`src/rtl/srv32_mem_arbiter.sv`:
```
// srv32_mem_arbiter: shares one memory bus between fetch, load and store, routing read data back in order.
// Define SRV32_ARB_STARVE_EN to promote a fetch that has waited STARVE_LIMIT cycles.
module srv32_mem_arbiter #(
    parameter int OUTSTANDING  = 2,
    parameter int STARVE_LIMIT = 8
) (
    input  logic        clk,
    input  logic        resetb,
    input  logic        imem_ready,
    input  logic [31:0] imem_addr,
    output logic        imem_valid,
    output logic        imem_rresp,
    output logic [31:0] imem_rdata,
    input  logic        dmem_rready,
    input  logic [31:0] dmem_raddr,
    output logic        dmem_rvalid,
    output logic        dmem_rresp,
    output logic [31:0] dmem_rdata,
    input  logic        dmem_wready,
    input  logic [31:0] dmem_waddr,
    input  logic [31:0] dmem_wdata,
    input  logic [3:0]  dmem_wstrb,
    output logic        dmem_wvalid,
    output logic        mem_req,
    output logic        mem_we,
    output logic [31:0] mem_addr,
    output logic [31:0] mem_wdata,
    output logic [3:0]  mem_wstrb,
    input  logic        mem_ack,
    input  logic        mem_rvalid,
    input  logic [31:0] mem_rdata,
    output logic        rsp_err
);
    typedef enum logic {IDLE, HOLD} state_t;
    typedef enum logic [1:0] {SRC_F, SRC_L, SRC_S} src_t;

    state_t      state, state_n;
    src_t        src, src_n;
    logic        fifo [0:3];
    logic [1:0]  wr_ptr, rd_ptr;
    logic [2:0]  count, count_n;
    logic [31:0] irdata_q, drdata_q;
    logic        ack, push, pop, head, rd_ok, f_ok, l_ok, s_ok, can_sel, sel, promote;

    assign ack         = state == HOLD && mem_ack;
    assign imem_valid  = ack && src == SRC_F;
    assign dmem_rvalid = ack && src == SRC_L;
    assign dmem_wvalid = ack && src == SRC_S;
    assign mem_req     = state == HOLD;

    assign push    = imem_valid || dmem_rvalid;
    assign pop     = mem_rvalid && count != 3'd0;
    assign head    = fifo[rd_ptr];
    assign count_n = count + {2'b0, push} - {2'b0, pop};

    // Eligibility looks at the count after this cycle's push/pop so a back-to-back pick never overfills the FIFO.
    assign rd_ok   = count_n != 3'(OUTSTANDING);
    assign f_ok    = imem_ready && rd_ok;
    assign l_ok    = dmem_rready && rd_ok;
    assign s_ok    = dmem_wready;
    assign can_sel = state == IDLE || mem_ack;
    assign sel     = can_sel && (f_ok || l_ok || s_ok);

    assign imem_rresp = pop && !head;
    assign dmem_rresp = pop && head;
    assign imem_rdata = imem_rresp ? mem_rdata : irdata_q;
    assign dmem_rdata = dmem_rresp ? mem_rdata : drdata_q;
    assign rsp_err    = resetb && mem_rvalid && count == 3'd0;

    always_comb begin
        state_n = state;
        src_n   = src;
        if (can_sel) begin
            state_n = sel ? HOLD : IDLE;
            src_n   = promote && f_ok ? SRC_F : s_ok ? SRC_S : l_ok ? SRC_L : f_ok ? SRC_F : src;
        end
    end

    always_ff @(posedge clk or negedge resetb) begin
        if (!resetb) begin
            state <= IDLE;
            src   <= SRC_F;
        end else begin
            state <= state_n;
            src   <= src_n;
        end
    end

    always_ff @(posedge clk or negedge resetb) begin
        if (!resetb) begin
            mem_we    <= 1'b0;
            mem_addr  <= '0;
            mem_wdata <= '0;
            mem_wstrb <= '0;
        end else if (sel) begin
            mem_we    <= src_n == SRC_S;
            mem_addr  <= src_n == SRC_S ? dmem_waddr : src_n == SRC_L ? dmem_raddr : imem_addr;
            mem_wdata <= src_n == SRC_S ? dmem_wdata : '0;
            mem_wstrb <= src_n == SRC_S ? dmem_wstrb : '0;
        end
    end

    always_ff @(posedge clk) begin
        if (push) fifo[wr_ptr] <= src == SRC_L;
    end

    always_ff @(posedge clk or negedge resetb) begin
        if (!resetb) begin
            wr_ptr   <= '0;
            rd_ptr   <= '0;
            count    <= '0;
            irdata_q <= '0;
            drdata_q <= '0;
        end else begin
            count <= count_n;
            if (push) wr_ptr <= wr_ptr == 2'(OUTSTANDING - 1) ? 2'd0 : wr_ptr + 2'd1;
            if (pop) rd_ptr <= rd_ptr == 2'(OUTSTANDING - 1) ? 2'd0 : rd_ptr + 2'd1;
            if (imem_rresp) irdata_q <= mem_rdata;
            if (dmem_rresp) drdata_q <= mem_rdata;
        end
    end

`ifdef SRV32_ARB_STARVE_EN
    logic [7:0] starve;
    assign promote = starve >= 8'(STARVE_LIMIT);
    always_ff @(posedge clk or negedge resetb) begin
        if (!resetb) starve <= '0;
        else if (imem_valid) starve <= '0;
        else if (f_ok && !(sel && src_n == SRC_F) && !(state == HOLD && src == SRC_F) && starve != 8'hFF)
            starve <= starve + 8'd1;
    end
`else
    logic unused_limit;
    assign unused_limit = ^8'(STARVE_LIMIT);
    assign promote      = 1'b0;
`endif
endmodule

```
`config.mk`:
```
export PLATFORM = sky130hd
export DESIGN_NAME = srv32_mem_arbiter
export DESIGN_NICKNAME = d
export VERILOG_FILES = /design/src/rtl/srv32_mem_arbiter.sv
export SDC_FILE = /design/constraint.sdc
export NUM_CORES = 1
export LEC_CHECK = 0
export CAP_MARGIN = 20
export CORE_MARGIN = 4
export CORE_UTILIZATION = 25
export CTS_BUF_LIST = sky130_fd_sc_hd__clkbuf_4
export DETAILED_ROUTE_END_ITERATION = 7
export GPL_TIMING_DRIVEN = 0
export HOLD_SLACK_MARGIN = 0.05
export MAX_ROUTING_LAYER = met4
export PLACE_DENSITY = 0.6
export SLEW_MARGIN = 10
export SYNTH_ARGS = -nofsm -noshare
export SYNTH_HDL_FRONTEND = slang
export SYNTH_SLANG_ARGS = --single-unit
```
`constraint.sdc`:
```
create_clock -name clk -period 2.9 [get_ports clk]
set_input_delay 0.435 -clock clk [delete_from_list [all_inputs] [get_ports clk]]
set_output_delay 0.435 -clock clk [all_outputs]
set_load 0.005 [all_outputs]
```
==> summary.md, run 1 <==
| Metric | Value |
|---|---|
| Crit path largest cell delay | `430 ps` |
| Clk_lat worst skew | `540 ps` |
| Synth area leaders | `dfrtp_1 60%, mux2_2 12%, mux2i_1 5.4%` |
| DP Wirelength | `14.6 mm` |
| Total CTS buffers | `17` |
| Post-Syn Instances | `426` |
| Final non-filler cell total | `1,178` |
| DR iter-0 viols | `187` |
| Vias in the first global route | `5,547` |
| Fill count | `about 2,100` |
| Sequential area share after synthesis | `62.0%` |
| Nets@finish | `between 1,000 and 1,500` |
| Syn Std Cell Area | `just under 0.006 sq mm` |
| Residual DRC | `0` |
| Pin count of the biggest net entering global routing | `82` |
| CTS max path bufs | `2` |
| Max Cap Viol | `0` |
| Tot Pwr | `11,400 uW` |
| WL/cell | `18.5 microns` |
| Final Hold Viols | `0` |
| Pre-CTS setup slack | `-1030 ps` |
| Setup ws final | `-235 ps` |
| Distinct cells, synth | `33` |
| Placeable Area | `around 0.023 sq mm` |
| Syn_nets | `600` |
| Highest clock rate | `approximately 320 MHz` |
| Compound-Gate Fraction of Synth Area | `a little over an eighth` |
| CTS tree | `built` |
| Cell total after placement | `1,056` |
| R2R Setup Slk | `-230 ps` |
| Clock transition at path regs | `150 ps` |
| Post-DP Area | `between 0.009 and 0.01 sq mm` |
| Post-synthesis adder-cell area fraction | `0.755%` |
| Reg-to-Reg End | `mem_addr[6]$_DFFE_PN0P_` |
| Die extent in x | `162 microns` |
| First-pass GRT wire length | `31.4 mm` |
| Via-per-instance ratio | `4.38` |
| FF+latch count, synth | `147` |
| Input/output buffers | `310` |
| Clock skew | `20.9 ps` |
| Run status | `finished, violations left` |
| Slew Limit Fails | `0` |
| Minimum clock period after layout | `3130 ps` |
| Synth Area in XOR/XNOR | `0.671%` |
| Failing checks | `negative setup slack` |
| Clock Sinks | `147` |
| Crit end category | `register` |
| Antenna violations before repair | `1` |
| Leading cell type in the layout, fill and taps excluded | `clkdlybuf4s50_1` |
| Crit Path Max Fanout | `8` |
| Design area | `around 0.011 sq mm` |
| Total GRT Usage | `15.9%` |
| Drt pass-1 iters | `4` |
| Final period util | `108%` |
| Largest family of logic cells by synthesized area | `multiplexers` |
| R2r worst-path depth | `16` |
| Root Buffer | `clkbuf_4` |
| Setup CP Type | `reg2reg` |
| Worst endpoint data arrival time | `roughly 3600 ps` |
| Initial Util | `25.4%` |
| H-tree Lvls | `4` |
| Total grt overflow | `0` |
| Least-Margin Pin Slew | `674 ps` |
| Aggregate routed wire length | `between 20 and 25 mm` |
| Internal power | `7770 uW` |
| Area leader, netlist | `dfrtp_1` |
| Final ANT Viol Nets | `0` |
| Path type of the worst min-delay path | `in2async` |
| Top Ports | `311` |
| CP Launch Type | `register` |
| Worst r2r src | `count[2]$_DFF_PN0_` |
| Peak VDD IR | `around 0.39 mV` |
| Layout area overhead | `92.2%` |
| Multiplexer share of the synthesized area | `17.8%` |
| Most frequent cells in the layout | `243 x clkdlybuf4s50_1, 143 x dfrtp_1, 89 x buf_6` |
| Max-slew headroom | `between 50% and 60%` |
| Max stage delay cell, worst path | `dfrtp_1` |
| YS warnings | `0` |
| Full die area | `0.0264 sq mm` |
| Critical path cell sequence | `nor3_4 > nand2b_4 > inv_6 > ha_4 > inv_4 > ha_4 > inv_2 > fa_2 > xnor3_2 > inv_2 > o31ai_4 > a211oi_4 > buf_12 > clkbuf_16 > mux2i_1 > o21ai_1` |
| Syn avg cell area | `14.0 sq um` |
| Vias | `5,161` |
| Main flop type after synthesis | `dfrtp_1` |
| Comb pwr share | `roughly 58%` |
| RSZ-0062 raised after global routing | `true` |
| Simple-gate area share of the yosys netlist | `2.31%` |
| Reg power frac | `between 20% and 30%` |
| Number of synthesized flops with an enable pin | `4` |
| Asr flop ratio synth | `a little over nine tenths` |
| PD cells | `991 mW/mm^2` |
| Height of the die | `about 160 microns` |
| Row cnt | `56` |
| Final setup fails | `72` |
| CP Launch Point | `count[2]$_DFF_PN0_` |
| CP required | `3330 ps` |
| Switching Fraction | `31.6%` |
| Post-synth top area share | `about three fifths` |
| LEAKAGE | `0.00523 uW` |
| Gpl congestion | `0.741` |
| Clock Power Share | `12.5%` |
| Total net switching power | `approximately 3600 uW` |
| Share of cells above drive strength 1 | `34.1%` |
## layout make-up
cell class | count | area, sq um | area share, %
Antenna cell | 1 | 2.50 | 0.0218
Clock buffer | 17 | 128 | 1.11
Inverter | 11 | 48.8 | 0.426
Clock inverter | 15 | 178 | 1.55
Timing Repair Buffer | 401 | 4250 | 37.1
Buffer | 26 | 282 | 2.46
Tap cell | 319 | 399 | 3.48
Multi-Input combinational cell | 241 | 2470 | 21.6
Sequential cell | 147 | 3700 | 32.3
## how the worst max path moves through the flow
stage                                endpoint  cells past startpoint  slack, ps
global placement     mem_addr[24]$_DFFE_PN0P_                      1      -4820
CTS                  mem_addr[26]$_DFFE_PN0P_                     15       -250
finish                mem_addr[6]$_DFFE_PN0P_                     16       -230
floorplan             mem_addr[0]$_DFFE_PN0P_                     14         20
global route         mem_addr[16]$_DFFE_PN0P_                     16       -410
detailed placement  mem_wdata[24]$_DFFE_PN0P_                     15      -1030
## power by group through the flow
stage	sequential (uW)	combinational (uW)	clock, uW
finish	3340	6600	1420
global route	3430	7030	1570
CTS	3310	6030	1480
detailed placement	3330	4660	0
global placement	3320	4640	0
floorplan	3300	2030	0
## kinds of logic (layout without fill, tap and decap cells)
logic type / after synthesis / in the layout
DFF: 147 / 147
muxes: 97 / 97
other: 0 / 1
adders and majority gates: 3 / 3
AOI/OAI and AO/OA: 110 / 110
xor gates and xnor gates: 3 / 3
and+or+nand+nor: 28 / 28
buffers and inverters: 38 / 470
## synth_stat cells (3+ instances only)
master    instances
dfrtp_1         143
mux2_2           64
a22o_1           36
a22oi_1          32
mux2i_1          32
o21ai_1          31
clkbuf_1         16
inv_1            10
nor2_1           10
buf_2             8
nand2_1           5
edfxtp_1          4
nand2b_1          4
buf_6             3
## critical path, delay by kind of cell (launching register included)
kind            cells  cell delay (ps)
flops               1              430
buf+inv             6              600
fa+ha+maj           3              670
mux                 1              210
compound gates      3              410
simple gates        2              420
xor+xnor            1              300
## metrics by stage
step | util (%) | hold WS [ps] | TNS (ps)
3_5_place_dp | 40.8 | 471 | -67250
4_1_cts | 47.0 | 432 | -11330
5_1_grt | 48.8 | 419 | -25580
2_1_floorplan | - | 139 | 0
3_3_place_gp | 40.7 | 458 | -753890
6_report | 48.8 | 453 | -7570
## repair_timing
action,4_1_cts,5_1_grt
setup endpoints to repair,135,134
pin swaps,10,11
setup buffers,57,30
hold buffers,1,0
hold endpoints to repair,79,0
gates resized for setup,426,64
cloned,4,6
## layer usage
| layer | part of all wire [%] | vias to the layer above | GRT usage [%] |
|---|---|---|---|
| met4 | 0.86 | 0 | 3.96 |
| met1 | 40 | 2527 | 18.6 |
| met5 | 0 | - | - |
| met2 | 51 | 215 | 26.3 |
| met3 | 8.5 | 13 | 5.72 |
| li1 | - | 2406 | - |
## flip-flops by register name (all words and copies together), names as in the netlist
| signal | flops |
|---|---|
| rd_ptr | 2 |
| drdata_q | 32 |
| fifo | 4 |
| count | 3 |
| wr_ptr | 2 |
| mem_addr | 32 |
| mem_wdata | 32 |
| mem_wstrb | 4 |
| irdata_q | 32 |
| mem_req | 1 |
| mem_we | 1 |
| src | 2 |
No activity file was read; power rests on OpenSTA's default activity.
==> run 2: changes to the inputs <==
--- a/config.mk
+++ b/config.mk
@@ -5,6 +5,7 @@
 export SDC_FILE = /design/constraint.sdc
 export NUM_CORES = 1
 export LEC_CHECK = 0
+export ABC_CLOCK_PERIOD_IN_PS = 2900
 export CAP_MARGIN = 20
 export CORE_MARGIN = 4
 export CORE_UTILIZATION = 25
@@ -14,6 +15,7 @@
 export HOLD_SLACK_MARGIN = 0.05
 export MAX_ROUTING_LAYER = met4
 export PLACE_DENSITY = 0.6
+export SETUP_SLACK_MARGIN = 0.2
 export SLEW_MARGIN = 10
 export SYNTH_ARGS = -nofsm -noshare
 export SYNTH_HDL_FRONTEND = slang
==> summary.md, run 2 (synthesis gave the netlist of run 1 again) <==
| Metric | Value |
|---|---|
| Placeable Area | `0.0235 sq mm (unchanged)` |
| Final setup fails | `108 (+50%)` |
| Fill count | `2,083 (-2.2%)` |
| RSZ-0062 raised after global routing | `true` |
| Core Util, Final | `48.7% (-0.15 points)` |
| Critical path cell sequence | `nor3_2 > nand2b_4 > inv_4 > ha_4 > inv_2 > ha_4 > inv_2 > fa_2 > xnor3_2 > a2111oi_4 > a211oi_4 > buf_12 > buf_12 > buf_16 > mux2i_2 > o21ai_1` |
| Run status | `finished, violations left` |
| CTS max path bufs | `2 (unchanged)` |
| Clock Power Share | `10.7% (-1.8 points)` |
| Total net switching power | `3630 uW (+1.2%)` |
| Vias in the first global route | `5,579 (+0.58%)` |
| Reg power frac | `29.8% (+0.4 points)` |
| Peak VDD IR | `0.384 mV (-1.7%)` |
| Clk_lat worst skew | `530 ps (about the same)` |
| DP Wirelength | `14.6 mm (-0.23%)` |
| Die extent in x | `162 microns (unchanged)` |
| Gpl congestion | `0.771 (+4.1%)` |
| PD cells | `977 mW/mm^2 (-1.4%)` |
| Internal power | `7530 uW (-3.1%)` |
| Drt pass-1 iters | `4 (unchanged)` |
| WL/cell | `18.4 microns (-0.74%)` |
| Highest clock rate | `309 MHz (-3.0%)` |
| Crit end category | `register` |
| Top Ports | `311 (unchanged)` |
| DR iter-0 viols | `198 (+5.9%)` |
| Most frequent cells in the layout | `243 x clkdlybuf4s50_1, 143 x dfrtp_1, 77 x buf_6` |
| Clock Sinks | `147 (unchanged)` |
| Residual DRC | `0 (unchanged)` |
| Cell total after placement | `1,056 (unchanged)` |
| Initial Util | `25.4% (unchanged)` |
| Final period util | `111% (+3.3 points)` |
| Switching Fraction | `32.5% (+0.95 points)` |
| Input/output buffers | `310 (unchanged)` |
| Failing checks | `negative setup slack` |
| Max stage delay cell, worst path | `a2111oi_4` |
| Minimum clock period after layout | `3230 ps (+97.1 ps)` |
| Root Buffer | `clkbuf_4` |
| Register area | `0.00370 sq mm (unchanged)` |
| Path type of the worst min-delay path | `in2async` |
| Design area | `0.0114 sq mm (-0.32%)` |
| Multi-input logic area | `0.00254 sq mm (+2.9%)` |
| Slew Limit Fails | `0 (unchanged)` |
| CP Launch Type | `register` |
| Max Cap Viol | `0 (unchanged)` |
| Nets@finish | `1,016 (-0.29%)` |
| Vias | `5,176 (+0.29%)` |
| Setup TNS Final | `-20,130 ps (-12,570 ps)` |
| Comb pwr share | `59.5% (+1.4 points)` |
| R2R Setup Slk | `-330 ps (-100 ps)` |
| Pin count of the biggest net entering global routing | `79 (-3.7%)` |
| Worst endpoint data arrival time | `3660 ps (+100 ps)` |
| Crit Path Max Fanout | `8 (unchanged)` |
| Final Hold Viols | `0 (unchanged)` |
| Full die area | `0.0264 sq mm (unchanged)` |
| Setup ws final | `-332 ps (-97.1 ps)` |
| Leading cell type in the layout, fill and taps excluded | `clkdlybuf4s50_1` |
| Post-DP Area | `0.00958 sq mm (unchanged)` |
| Antenna violations before repair | `1 (unchanged)` |
| Row cnt | `56 (unchanged)` |
| CP required | `3330 ps (about the same)` |
| Share of cells above drive strength 1 | `35.8% (+1.6 points)` |
| Setup CP Type | `reg2reg` |
| CTS tree | `built` |
| Height of the die | `162 microns (unchanged)` |
| Final non-filler cell total | `1,176 (-0.17%)` |
| Layout area overhead | `91.6%` |
| Total GRT Usage | `15.7% (-0.24 points)` |
| Clock transition at path regs | `160 ps (about the same)` |
| Total grt overflow | `0 (unchanged)` |
| Crit path largest cell delay | `440 ps (about the same)` |
| LEAKAGE | `0.00515 uW (-1.5%)` |
| Final ANT Viol Nets | `0 (unchanged)` |
| Clock skew | `25.2 ps (+4.38 ps)` |
| Total CTS buffers | `17 (unchanged)` |
| Least-Margin Pin Slew | `680 ps (+6.07 ps)` |
| Via-per-instance ratio | `4.40 (+0.46%)` |
| H-tree Lvls | `4 (unchanged)` |
| Aggregate routed wire length | `21.6 mm (-0.90%)` |
| Max-slew headroom | `54.6% (-0.40 points)` |
| First-pass GRT wire length | `31.1 mm (-0.73%)` |
## run 2: cell type report
class | count | area share (%)
Antenna cell | 2 | 0.0438
Clock buffer | 17 | 1.12
Sequential cell | 147 | 32.4
Multi-Input combinational cell | 241 | 22.3
Tap cell | 319 | 3.49
Timing Repair Buffer | 397 | 36.5
Inverter | 11 | 0.383
Buffer | 27 | 2.79
Clock inverter | 15 | 1.07
## run 2: final timing paths
kind,end,start,cells after the start
setup / recovery,mem_addr[27]$_DFFE_PN0P_,count[0]$_DFF_PN0_,16
hold / removal,count[0]$_DFF_PN0_,resetb,2
setup reg to reg,mem_addr[27]$_DFFE_PN0P_,count[0]$_DFF_PN0_,16
hold reg to reg,mem_we$_DFFE_PN0P_,mem_we$_DFFE_PN0P_,1
max in group asynchronous,mem_wdata[23]$_DFFE_PN0P_,resetb,3
min in group clk,mem_wstrb[3]$_DFFE_PN0P_,dmem_wstrb[3],2
## run 2: what timing repair did
action	CTS	global route
pin swaps	8	9
resized for setup	346	132
endpoints found under the setup margin	136	138
buffers inserted	26	50
hold endpoints to repair	65	0
cloned	6	3
hold buffers	1	0
## run 2: critical path: cells and delay by family, from the launching register on
| kind | cells | cell delay, ps |
|---|---|---|
| adders and majority gates | 3 | 630 |
| AOI/OAI and AO/OA | 3 | 600 |
| buffers and inverters | 6 | 560 |
| and+or+nand+nor | 2 | 460 |
| DFF | 1 | 420 |
| xor gates and xnor gates | 1 | 290 |
| muxes | 1 | 160 |
## run 2: power groups by stage
stage / combinational, uW / sequential (uW) / clock, uW
after floorplan: 2030 / 3300 / 0
after global placement: 4650 / 3310 / 0
after detailed placement: 4680 / 3330 / 0
after CTS: 5800 / 3300 / 1260
after global routing: 7050 / 3430 / 1340
final: 6640 / 3320 / 1190
## run 2: through the flow
step	hold WS, ps	worst slack (ps)	power (uW)
floorplan	139	26.1	5330
global placement	461	-4670	7960
detailed placement	426	-964	8010
CTS	391	-313	10400
global route	334	-478	11800
finish	396	-332	11200
## run 2: per-layer routing
layer  vias up  track usage [%]  wire length, microns
li1       2403                -                     -
met1      2563             18.3                  8910
met2       200             26.5                 11000
met3        10             4.99                  1460
met4         0             3.50                   197
met5         -                -                     0
==> RTL change 1: new RTL, config.mk and constraints of run 2 <==
Register the output `rsp_err`; this adds one clock of latency there. The other outputs are not delayed to match.
--- a/src/rtl/srv32_mem_arbiter.sv
+++ b/src/rtl/srv32_mem_arbiter.sv
@@ -65,7 +65,9 @@
     assign dmem_rresp = pop && head;
     assign imem_rdata = imem_rresp ? mem_rdata : irdata_q;
     assign dmem_rdata = dmem_rresp ? mem_rdata : drdata_q;
-    assign rsp_err    = resetb && mem_rvalid && count == 3'd0;
+    always_ff @(posedge clk) begin
+        rsp_err <= resetb && mem_rvalid && count == 3'd0;
+    end
 
     always_comb begin
         state_n = state;
Function: changed (Yosys sat finds a counterexample within 4 cycles, from zero or initial values and one cycle with resetb low).
==> RTL change 1 against run 2 <==
The run still ends with negative setup slack left; clock skew increased by 0.00062 ns; total power increased by 6.5%; maximum frequency increased by 1.2%; critical path depth increased by 1; count of clock-buffer cells in the layout unchanged; area after synthesis increased by 0.34%; final area increased by 3.9%; wire length increased by 1.8%; worst setup slack improved by 0.039 ns; non-clock buffer count increased by 24; sequential cell count increased by 1; critical path type unchanged; largest cell class unchanged; largest power group unchanged.
==> RTL change 1: results (changes against run 2) <==
Tightest Hold Check Type=in -> async (unchanged); worst-path maximum fanout=4 (was 8); Synth async-reset ratio=96.6% (was 97.3%); Setup TNS Final=-20.15 ns (was -20.13 ns); crit path DAT=3.61 ns (was 3.66 ns); Vias=5,202 (was 5,176); crit-path max cell delay=0.58 ns (was 0.44 ns); kind of critical path=reg -> reg (unchanged); post-CTS setup buffer count=63 (was 26); sequential share of the synthesized area=62.1% (was 62.0%); final worst slack=-0.293 ns (was -0.332 ns); worst r2r path cells=17 (was 16); clk_skew=0.0259 ns (was 0.0252 ns); CTS resizes=478 (was 346); Routed WL=22,000 um (was 21,600 um); status=finished with violations (unchanged); worst hold margin=0.446 ns (was 0.396 ns); Psw=3730 uW (was 3630 uW); largest net degree at the start of global routing=75 (was 79); Reg-to-Reg Start=count[0]$_DFF_PN0_ (unchanged); DR pass1 iterations=4 (unchanged); Mapped Avg Cell Area=14.0 um^2 (about the same); CTS buffer count=17 (unchanged); top post-synthesis cells by area=dfrtp_1 (60%), mux2_2 (12%), mux2i_1 (5.4%) (unchanged); Slew @ Worst Pin=0.653 ns (was 0.680 ns); Clock transition at path regs=0.14 ns (was 0.16 ns); failing checks=negative setup slack (unchanged); clk root buf=clkbuf_4 (unchanged); Yosys cell types=34 (was 33); Detailed Place HPWL=14,700 um (was 14,600 um); vias in the first global route=5,699 (was 5,579); leak pwr=0.00538 uW (was 0.00515 uW); Clock Power=1420 uW (was 1190 uW); pre-CTS setup slack=-1.02 ns (was -0.964 ns); Worst VDD drop=0.000393 V (was 0.000384 V); first-pass GRT wire length=32,000 um (was 31,100 um); P_comb=7100 uW (was 6640 uW); R2R Path End=mem_addr[28]$_DFFE_PN0P_ (was mem_addr[27]$_DFFE_PN0P_); total track usage=16.2% (was 15.7%); DR WL/cell=18.3 um (was 18.4 um); PD cells=1000 nW/um^2 (was 977 nW/um^2); clk_lat worst skew=approximately 0.54 ns; Post-Place Cell Area=9600 um^2 (was 9580 um^2); placed cells=1,057 (was 1,056); fraction of layout cells with a size suffix above 1=37.8% (was 35.8%); Net Count, Synth=601 (was 600); Final Util=50.4% (was 48.7%); fillcell total=2,142 (was 2,083); final setup fails=128 (was 108); number of DRC markers in iteration 0=176 (was 198); RD Place Congestion=0.762 (was 0.771); slowest CP cell=fa_2 (was a2111oi_4); final net count=1,041 (was 1,016)
## RTL change 1: cell count changes after synthesis
cell	run 2	this run
dfxtp_1	0	1
## RTL change 1: area by class of cell
class | count | area share [%]
sequential | 148 | 31.3
inverter | 11 | 0.369
clock inverter | 15 | 1.50
timing repair buffer | 421 | 38.0
antenna | 1 | 0.0211
multi-input combinational | 241 | 21.7
buffer | 27 | 2.68
clock buffer | 17 | 1.08
tap | 319 | 3.36
## RTL change 1: logic make-up after synthesis
logic type	after synthesis	synth area share, %
AOI/OAI and AO/OA	110	13.4
xor gates and xnor gates	3	0.669
adders and majority gates	3	0.753
buffers and inverters	38	2.93
DFF	148	62.1
muxes	97	17.8
and+or+nand+nor	28	2.30
## RTL change 1: layer usage
layer  up-vias  wire [um]  share of wire (%)  GRT usage [%]
met5         -          0                  0              -
met4         0        250                1.1           3.62
met3        17       1640                7.5           5.44
met2       210      11300                 51           27.5
met1      2523       8830                 40           18.6
li1       2452          -                  -              -
==> RTL change 2: new RTL, config.mk and constraints of run 2 <==
Without the edit above. Build with the macro `SRV32_ARB_STARVE_EN` defined.
--- a/src/rtl/srv32_mem_arbiter.sv
+++ b/src/rtl/srv32_mem_arbiter.sv
@@ -1,5 +1,7 @@
 // srv32_mem_arbiter: shares one memory bus between fetch, load and store, routing read data back in order.
 // Define SRV32_ARB_STARVE_EN to promote a fetch that has waited STARVE_LIMIT cycles.
+`define SRV32_ARB_STARVE_EN
+
 module srv32_mem_arbiter #(
     parameter int OUTSTANDING  = 2,
     parameter int STARVE_LIMIT = 8
Function: same outputs for any inputs over 4 cycles, from zero or initial values and one cycle with resetb low; that may be too few to reach the edited logic, so the function may still have changed.
==> RTL change 2 against run 2 <==
Global-route usage is 0.59 points higher; final area is 8.9% higher; utilization is 0.74 points higher; critical path type unchanged; total power is 8.0% higher; area after synthesis is 7.2% higher; the run still ends with negative setup slack left; largest cell class unchanged; wire length is 13% higher; worst setup slack worse by 0.20 ns; sequential cell count is 8 higher.
==> RTL change 2: results (changes against run 2) <==
RD Place Congestion=0.775 (was 0.771); top post-synthesis cells by area=dfrtp_1 (59%), a22oi_1 (7.5%), nand2_1 (6.3%) (was dfrtp_1 (60%), mux2_2 (12%), mux2i_1 (5.4%)); yosys synthesis warning count=0 (unchanged); Synth async-reset ratio=97.4% (was 97.3%); vias in the first global route=6,315 (was 5,579); first-pass GRT wire length=35,200 um (was 31,100 um); R2R Path End=starve[5]$_DFFE_PN0P_ (was mem_addr[27]$_DFFE_PN0P_); fraction of layout cells with a size suffix above 1=37.8% (was 35.8%); top cell family by delay on the critical path=simple AND/OR/NAND/NOR gates (was adder cells); largest net degree at the start of global routing=89 (was 79); Worst VDD drop=0.000516 V (was 0.000384 V); failing checks=negative setup slack (unchanged); Detailed Place HPWL=16,400 um (was 14,600 um); via/cell ratio=4.62 (was 4.40); worst-path maximum fanout=5 (was 8); Post-Synth Adder-Cell Area=1.10% (was 0.755%); final net count=1,160 (was 1,016); Yosys cell types=44 (was 33); leak pwr=0.00552 uW (was 0.00515 uW); final setup fails=109 (was 108); DR pass1 iterations=7 (was 4); Setup TNS Final=-35.03 ns (was -20.13 ns); XOR/XNOR Fraction of Synth Area=0.626% (was 0.671%); sequential share of the synthesized area=61.0% (was 62.0%); total track usage=16.3% (was 15.7%); Routed WL=24,400 um (was 21,600 um); clk_lat worst skew=0.54 ns; crit path DAT=3.89 ns (was 3.66 ns); Compound-Gate Fraction of Synth Area=17.5% (was 13.5%); Net Count, Synth=724 (was 600); Post-synth top cells=dfrtp_1 (151), nand2_1 (107), a22oi_1 (64) (was dfrtp_1 (143), mux2_2 (64), a22o_1 (36)); clk root buf=clkbuf_4 (unchanged); final worst slack=-0.531 ns (was -0.332 ns); Tightest Hold Check Type=in -> async (unchanged); crit-path max cell delay=0.48 ns (was 0.44 ns); clk buf depth=2 (unchanged); clk_skew=0.0284 ns (was 0.0252 ns); slowest CP cell=or4b_1 (was a2111oi_4); status=finished with violations (unchanged); worst r2r path cells=15 (was 16); worst hold margin=0.458 ns (was 0.396 ns); Reg-to-Reg Start=count[0]$_DFF_PN0_ (unchanged); Slew headroom=67.0% (was 54.6%); number of DRC markers in iteration 0=285 (was 198); CTS buffer count=17 (unchanged); number of synthesized flops with an enable pin=4 (unchanged); count of input and output buffers=310 (unchanged); mux cell area share after synthesis=6.46% (was 17.8%)
## RTL change 2: cell count changes after synthesis, moves of 5 or more
cell	delta
a22oi_1	+32
clkbuf_1	+8
dfrtp_1	+8
mux2_2	-32
mux2i_1	-29
nand2_1	+102
o21ai_0	+25
o21ai_1	-23
or3_1	+5
## RTL change 2: metal layers
layer | GRT usage [%] | routed length (um)
met5 | - | 0
met4 | 3.28 | 217
met3 | 5.12 | 1860
met2 | 27.1 | 12400
met1 | 19.5 | 9940
## RTL change 2: what timing repair did
action | 4_1_cts | 5_1_grt
setup buffers | 44 | 47
cloned | 6 | 7
pin swaps | 68 | 41
hold buffers | 2 | 1
gates resized for setup | 365 | 189
endpoints found under the hold margin | 64 | 151
endpoints found under the setup margin | 145 | 146
## RTL change 2: power breakdown
group          total, uW  switching (uW)  internal, uW
registers           3470             423          3040
logic               7210            2930          4280
clock network       1370             913           458
total              12000            4270          7780
## RTL change 2: worst max path at each step
| stage | from | endpoint | slack [ns] | depth (start not counted) |
|---|---|---|---|---|
| 2_1_floorplan | count[0]$_DFF_PN0_ | starve[3]$_DFFE_PN0P_ | -0.23 | 17 |
| 3_3_place_gp | resetb | mem_addr[31]$_DFFE_PN0P_ | -5.13 | 1 |
| 3_5_place_dp | mem_ack | mem_addr[23]$_DFFE_PN0P_ | -1.56 | 17 |
| 4_1_cts | count[0]$_DFF_PN0_ | mem_addr[10]$_DFFE_PN0P_ | -0.53 | 17 |
| 5_1_grt | count[0]$_DFF_PN0_ | starve[5]$_DFFE_PN0P_ | -0.70 | 15 |
| 6_report | count[0]$_DFF_PN0_ | starve[5]$_DFFE_PN0P_ | -0.53 | 15 |
## RTL change 2: cells by family (layout without fill, tap and decap cells)
logic type | Yosys count | in the layout
flops | 155 | 155
other cells | 0 | 1
compound gates | 155 | 155
mux | 36 | 36
xor+xnor | 3 | 3
buf+inv | 50 | 499
fa+ha+maj | 5 | 5
simple gates | 144 | 144
## RTL change 2: stage by stage
stage                     total power (uW)  utilization (%)  instance area, um^2  std cells  setup WS, ns
final                                12000             49.4                12400       1328        -0.531
after detailed placement              8440             39.8                10000       1189         -1.56
after global routing                 12800             49.4                12400       1328        -0.696
after global placement                8390             39.7                10000       1188         -5.13
after CTS                            11200             46.2                11600       1273        -0.535
after floorplan                       5660                -                 6490        548        -0.231
## RTL change 2: final cells by class
type	count	area [um^2]
Antenna cell	1	2.50
Buffer	37	591
Clock buffer	17	128
Clock inverter	15	155
Fill cell	2282	12700
Inverter	13	63.8
Multi-Input combinational cell	343	2890
Sequential cell	155	3900
Tap cell	330	413
Timing Repair Buffer	417	4300
